`src/rtl/gate_tt_sequencer.sv`:
```
// gate_tt_sequencer: truth-table sweep and check of a single-output gate.
// Ports: clk, rst_n (async low), start (sweep request, honoured in IDLE),
//   dut_in (registered gate inputs, A = bit0), dut_out (gate output),
//   busy (sweep in progress), done (1-cycle report pulse),
//   pass / fail_mask (last sweep result, held until next accepted start).
// Option: define TT_SEQ_LOOP_EN for back-to-back sweeps after the first start.
module gate_tt_sequencer #(
    parameter int          N_IN     = 2,
    parameter logic [15:0] EXPECTED = 16'h000E,
    parameter int          SETTLE   = 2
) (
    input  logic                    clk,
    input  logic                    rst_n,
    input  logic                    start,
    output logic [N_IN-1:0]         dut_in,
    input  logic                    dut_out,
    output logic                    busy,
    output logic                    done,
    output logic                    pass,
    output logic [(1<<N_IN)-1:0]    fail_mask
);

    localparam int NV = 1 << N_IN;
    localparam logic [N_IN:0] IDX_LAST = (N_IN+1)'(NV - 1);
    localparam logic [3:0]    CNT_INIT = 4'(SETTLE);

    typedef enum logic [1:0] {
        IDLE   = 2'd0,
        APPLY  = 2'd1,
        REPORT = 2'd2
    } state_t;

    state_t          state, state_nx;
    logic [N_IN:0]   idx, idx_nx;
    logic [3:0]      cnt, cnt_nx;
    logic [N_IN-1:0] din_nx;
    logic [NV-1:0]   mask_nx;
    logic            pass_nx;

    logic [N_IN:0]   idx_inc;
    logic [3:0]      sel;
    logic [NV-1:0]   hit;
    logic            miss;

    assign idx_inc = idx + (N_IN+1)'(1);
    assign sel     = 4'(idx[N_IN-1:0]);
    assign hit     = NV'(1) << idx[N_IN-1:0];
    // X on the gate output must register as a mismatch
    assign miss    = (dut_out !== EXPECTED[sel]);

    assign busy = (state == APPLY);
    assign done = (state == REPORT);

    always_ff @(posedge clk or negedge rst_n) begin
        if (!rst_n) begin
            state     <= IDLE;
            idx       <= '0;
            cnt       <= '0;
            dut_in    <= '0;
            fail_mask <= '0;
            pass      <= 1'b0;
        end else begin
            state     <= state_nx;
            idx       <= idx_nx;
            cnt       <= cnt_nx;
            dut_in    <= din_nx;
            fail_mask <= mask_nx;
            pass      <= pass_nx;
        end
    end

    always_comb begin
        state_nx = state;
        idx_nx   = idx;
        cnt_nx   = cnt;
        din_nx   = dut_in;
        mask_nx  = fail_mask;
        pass_nx  = pass;
        unique case (state)
            IDLE: begin
                if (start) begin
                    state_nx = APPLY;
                    idx_nx   = '0;
                    din_nx   = '0;
                    cnt_nx   = CNT_INIT;
                    mask_nx  = '0;
                    pass_nx  = 1'b0;
                end
            end
            APPLY: begin
                if (cnt != 4'd0) begin
                    cnt_nx = cnt - 4'd1;
                end else begin
                    mask_nx = fail_mask | (miss ? hit : '0);
                    if (idx == IDX_LAST) begin
                        state_nx = REPORT;
                        // result is settled on entry so it is valid alongside done
                        pass_nx  = ~|mask_nx;
                    end else begin
                        idx_nx = idx_inc;
                        din_nx = idx_inc[N_IN-1:0];
                        cnt_nx = CNT_INIT;
                    end
                end
            end
            REPORT: begin
                din_nx = '0;
`ifdef TT_SEQ_LOOP_EN
                state_nx = APPLY;
                idx_nx   = '0;
                cnt_nx   = CNT_INIT;
                mask_nx  = '0;
`else
                state_nx = IDLE;
`endif
            end
            default: begin
                state_nx = IDLE;
            end
        endcase
    end

endmodule

```
`config.mk`:
```
export PLATFORM = sky130hd
export DESIGN_NAME = gate_tt_sequencer
export DESIGN_NICKNAME = d
export VERILOG_FILES = /design/src/rtl/gate_tt_sequencer.sv
export SDC_FILE = /design/constraint.sdc
export NUM_CORES = 1
export LEC_CHECK = 0
export BUFFER_PORTS_ARGS = -buffer_cell sky130_fd_sc_hd__buf_2
export CAP_MARGIN = 20
export CORE_UTILIZATION = 58
export CTS_CLUSTER_DIAMETER = 120
export DETAILED_ROUTE_END_ITERATION = 8
export PLACE_DENSITY = 0.88
export SYNTH_ARGS = -nofsm -noshare
export SYNTH_HDL_FRONTEND = slang
export SYNTH_SLANG_ARGS = --single-unit
```
`constraint.sdc`:
```
create_clock -name clk -period 2.7 [get_ports clk]
set_input_delay 0.54 -clock clk [delete_from_list [all_inputs] [get_ports clk]]
set_output_delay 0.54 -clock clk [all_outputs]
set_load 0.02 [all_outputs]
```
[Word-level counts from Yosys, hierarchy flattened]
Cells that the tools add are included.
Cells by class
  add/sub/neg operators: 2
  magnitude comparators: 1
  equal/unequal tests: 9
  shifts and indexed selects: 1
  muxes and demuxes: 26
  bitwise gates (word level): 1
  reductions and logical operators: 12
Operator list (number)
  4-bit 2-to-1 mux: 6
  4-bit one-hot mux with 2 select lines: 2
  2-bit 2-to-1 mux: 6
  4-bit AND reduction: 3
  3-bit 2-to-1 mux: 3
  3-bit AND reduction: 3
  2-bit inequality test (second input constant): 3
  2-bit one-hot mux with 3 select lines: 1
  3-bit one-hot mux with 2 select lines: 1
  2-bit by 5-bit < comparator with 1-bit output (second input constant): 1
  1-bit 2-to-1 mux: 4
  4-bit OR: 1
  2-bit one-hot mux with 2 select lines: 1
  4-bit nonzero test: 1
  4-bit OR reduction: 1
  1-bit by 2-bit left shift with 4-bit output (first input constant): 1
  4-bit by 1-bit subtractor with 4-bit output (second input constant): 1
  3-bit by 1-bit adder with 3-bit output (second input constant): 1
  3-bit by 2-bit == test with 1-bit output (second input constant): 1
  3-bit inequality test (second input constant): 1
  3-bit nonzero test: 1
  1-bit binary-select mux with 2-bit select: 1
  2-bit by 1-bit == test with 1-bit output (second input constant): 1
  2-bit == test (second input constant): 1
  6 further kinds: 6
Word-level totals
  register bits: 16
  input bits: 4
  output and inout bits: 9
  logic and storage cells: 58

[Logic depth before layout (Yosys ltp)]
  depth in word-level cells: 10
  gate-level depth with buffers: 5
  gate-level depth less buffers: 5

[Worst setup path after synthesis]
Ideal clock, no wire load.
  kind: register -> register
  start: register idx[0]
  end: register dut_in[0]
  library setup time: 121 ps
  arrival: 1401 ps
  data required time: 2579 ps
  path slack: 1178 ps
  cell stages (with the launch flop): 6
  path buffers: 0
  period minus slack after synthesis: 1522 ps
  cell sequence: dfrtp_1 -> ha_1 -> ha_1 -> o21ai_0 -> o211ai_2 -> a22o_1
On the way
  word-level cells in the longest chain between the ends: 4
  elaborated cells between the ends (all ways): 7
  classes of those cells: add/sub (1); eq/ne (2); mux (3); reduce/logical (1)
RTL lines
  start, declared: line 34  | logic [N_IN:0] idx, idx_nx;
  start signal, assigned: line 64  | idx <= idx_nx;
  3-bit by 1-bit adder with 3-bit output: line 45  | assign idx_inc = idx + (N_IN+1)'(1);
  2-bit 2-to-1 mux: line 95  | if (idx == IDX_LAST) begin
  2-bit 2-to-1 mux: line 91  | if (cnt != 4'd0) begin
  2-bit one-hot mux with 3 select lines: line 79  | unique case (state)
  end signal, assigned: line 66  | dut_in <= din_nx;
  end, declared: line 15  | output logic [N_IN-1:0] dut_in,
Several ways; a longest one is shown, not always the timed one. The select of a mux whose other input is x is not followed.
A chain may end at the register's enable or synchronous reset.

[Worst setup path after layout]
  start: register state[1]
  end: output port busy
On the way
  word-level cells in the longest chain between the ends: 1
RTL lines
  start, declared: line 33  | state_t state, state_nx;
  start signal, assigned: line 63  | state <= state_nx;
  2-bit by 1-bit == test with 1-bit output: line 51  | assign busy = (state == APPLY);
  end, declared: line 17  | output logic busy,
No other way between the ends.

==> qor.csv <==
metric;value;unit
Final nets;104;
clk_lat worst skew;0.29;ns
crit path cell chain;nand2b_1, inv_1, buf_2;
FF-to-FF path depth;5;
cts bufs inserted;3;
CP Max Fanout;9;
Final Hold Fails;0;
syn avg cell area;11.6;µm²
vias in the first global route;604;
Routed Antenna Nets;0;
global-route usage over all layers;0.214;
Worst EP required;2.16;ns
final setup slack of the worst path;0.848;ns
post-DR wirelength/cell;14.6;µm
DRT Wirelength;1570;µm
DRC;0;
DRT Pass-1 Iters;4;
commonest cells after routing, fill and taps aside;dfrtp_1 (16), buf_2 (12), inv_1 (7), nand2_1 (7), ha_1 (7);
Starting Density;0.655;
Gates resized, CTS repair;0;
total setup buffers inserted after CTS;0;
actual slew at the worst max-slew pin;0.377;ns
Netlist Area Pre-Place;906;µm²
Worst EP arrival;1.31;ns
Post-DP HPWL;1160;µm
Simple-Gate Fraction of Synth Area;0.196;
Port-buffer cells;12;
Total Power;1.32;mW
Setup Viol. Count Final;0;
max-cap check violation count;0;
YS warnings;0;
RSZ-0062 raised after global routing;no;
adder-cell share of the synthesized area;0.0967;
Psw;0.574;mW
Worst path max stage delay;0.46;ns
register area share after synthesis;0.442;
Clk pwr share;0.119;
first-pass GRT wire length;2780;µm
Pleak;0.494;nW
Sw Ratio;0.436;
Cell variety after synth;28;
outcome;finished clean;
pin count of the biggest net entering global routing;17;
peak supply drop;0.768;mV
largest family of logic cells by synthesized area;simple AND/OR/NAND/NOR gates;
CP max-delay cell;dfrtp_1;
clk root buf;clkbuf_4;
CTS Sinks;16;
Reg clk slew, reported paths;0.09;ns
post-route insts no fill;107;
Ports;13;
dpl ws;1.06;ns
Post-Synth XOR/XNOR Area;0.0193;
Max Slew Vio Count;0;
Final min period;1.85;ns
syn nets;89;
Die ar.;1720;µm²
initial antenna violation count;0;
fmax;0.540;GHz
crit end category;primary output;
relative slew slack;0.749;
WS Path Type;reg2out;
placer congestion estimate;0.793;
HP Class;in2async;
diode count;0;
startpoint types;flip-flop;
die width;41.5;µm
H-Tree Depth;1;
Final Hold Slack;0.143;ns
hold_buf cts;0;
CTS tree;built;
flops & latches, synth;16;
DIE HEIGHT;41.5;µm
Power Dens Cells;1310;nW/µm²
Pint;0.742;mW
DP Cell Count;103;
GRT Residual Overflow;0;
synthesis-to-layout area growth;10.9;%
mux contribution to synthesized area;0.0608;
commonest non-fill, non-tap cell in the layout;dfrtp_1;
CTS Buffer Depth;2;
Core Box Area;1380;µm²
Via density;5.92;
Row Count;13;
share of cells above drive strength 1;0.272;
sequential share of power;0.357;
Fin Setup TNS;0;ns
post-synthesis compound-gate area fraction;0.138;
Mapped Cells;78;
Layout Skew;0.00752;ns
vias;633;
combinational share of power;0.523;
DRT iter0 DRCs;11;
Tcrit/Tclk final;0.686;
cell type report:
cell class / count / area (µm²)
sequential: 16 / 400
multi-input combinational: 53 / 463
tap: 15 / 18.8
fill: 95 / 378
clock buffer: 4 / 36.3
timing repair buffer: 12 / 60.1
inverter: 7 / 26.3
Yosys cell counts, drive strengths merged:
cell type,count,area share
dfrtp,16,0.44
ha,7,0.097
inv,7,0.029
nand2,7,0.029
a22o,6,0.058
o21ai,5,0.028
mux2i,4,0.044
nor4,4,0.061
buf,2,0.018
nor2,2,0.0083
nor3b,2,0.022
or3,2,0.014
xor2,2,0.019
a31oi,1,0.023
and2b,1,0.0097
and3,1,0.0069
and3b,1,0.011
mux2,1,0.017
nand2b,1,0.0069
nand3b,1,0.012
nor3,1,0.0055
o211ai,1,0.014
o21bai,1,0.0083
o22ai,1,0.0069
or3b,1,0.0097
sequential cells by signal, indices dropped and copies added, names as in the netlist:
register and count:
cnt 4, pass 1, idx 3, state 2, dut_in 2, fail_mask 4
per-stage QoR:
step,util,cell area [µm²]
floorplan,-,906
global placement,0.700,968
detailed placement,0.700,968
CTS,0.727,1000
global route,0.727,1000
finish,0.727,1000
routing by layer:
layer	global-route usage	up-vias	routed length, µm
met4	0.0968	0	29
met2	0.322	23	707
met3	0.0391	4	72
met5	0	-	0
li1	-	309	-
met1	0.301	297	757
final timing paths:
kind	from	to	slack, ns
max	state[1]	busy	0.85
min	rst_n	cnt[2]	0.14
max reg2reg	idx[0]	dut_in[0]	1.03
min reg2reg	dut_in[0]	dut_in[0]	0.52
max in group asynchronous	rst_n	dut_in[1]	2.29
min in group clk	dut_in[0]	dut_in[0]	0.52
cell families after synthesis:
logic type | count (synthesis)
compound gates | 15
buf+inv | 9
mux | 5
flops | 16
xor+xnor | 2
fa+ha+maj | 7
simple gates | 24
power by group through the flow:
stage,logic [mW],clock network (mW),registers (mW)
2_1_floorplan,0.516,0,0.492
3_3_place_gp,0.677,0,0.468
3_5_place_dp,0.693,0,0.475
4_1_cts,0.697,0.160,0.472
5_1_grt,0.767,0.173,0.488
6_report,0.689,0.157,0.470
critical path: cells and delay by family, from the launching register on:
family	cells	cell delay (ns)
AND/OR/NAND/NOR	1	0.24
buffers and inverters	2	0.32
flip-flops	1	0.46
Power figures use the tool's default switching activity.
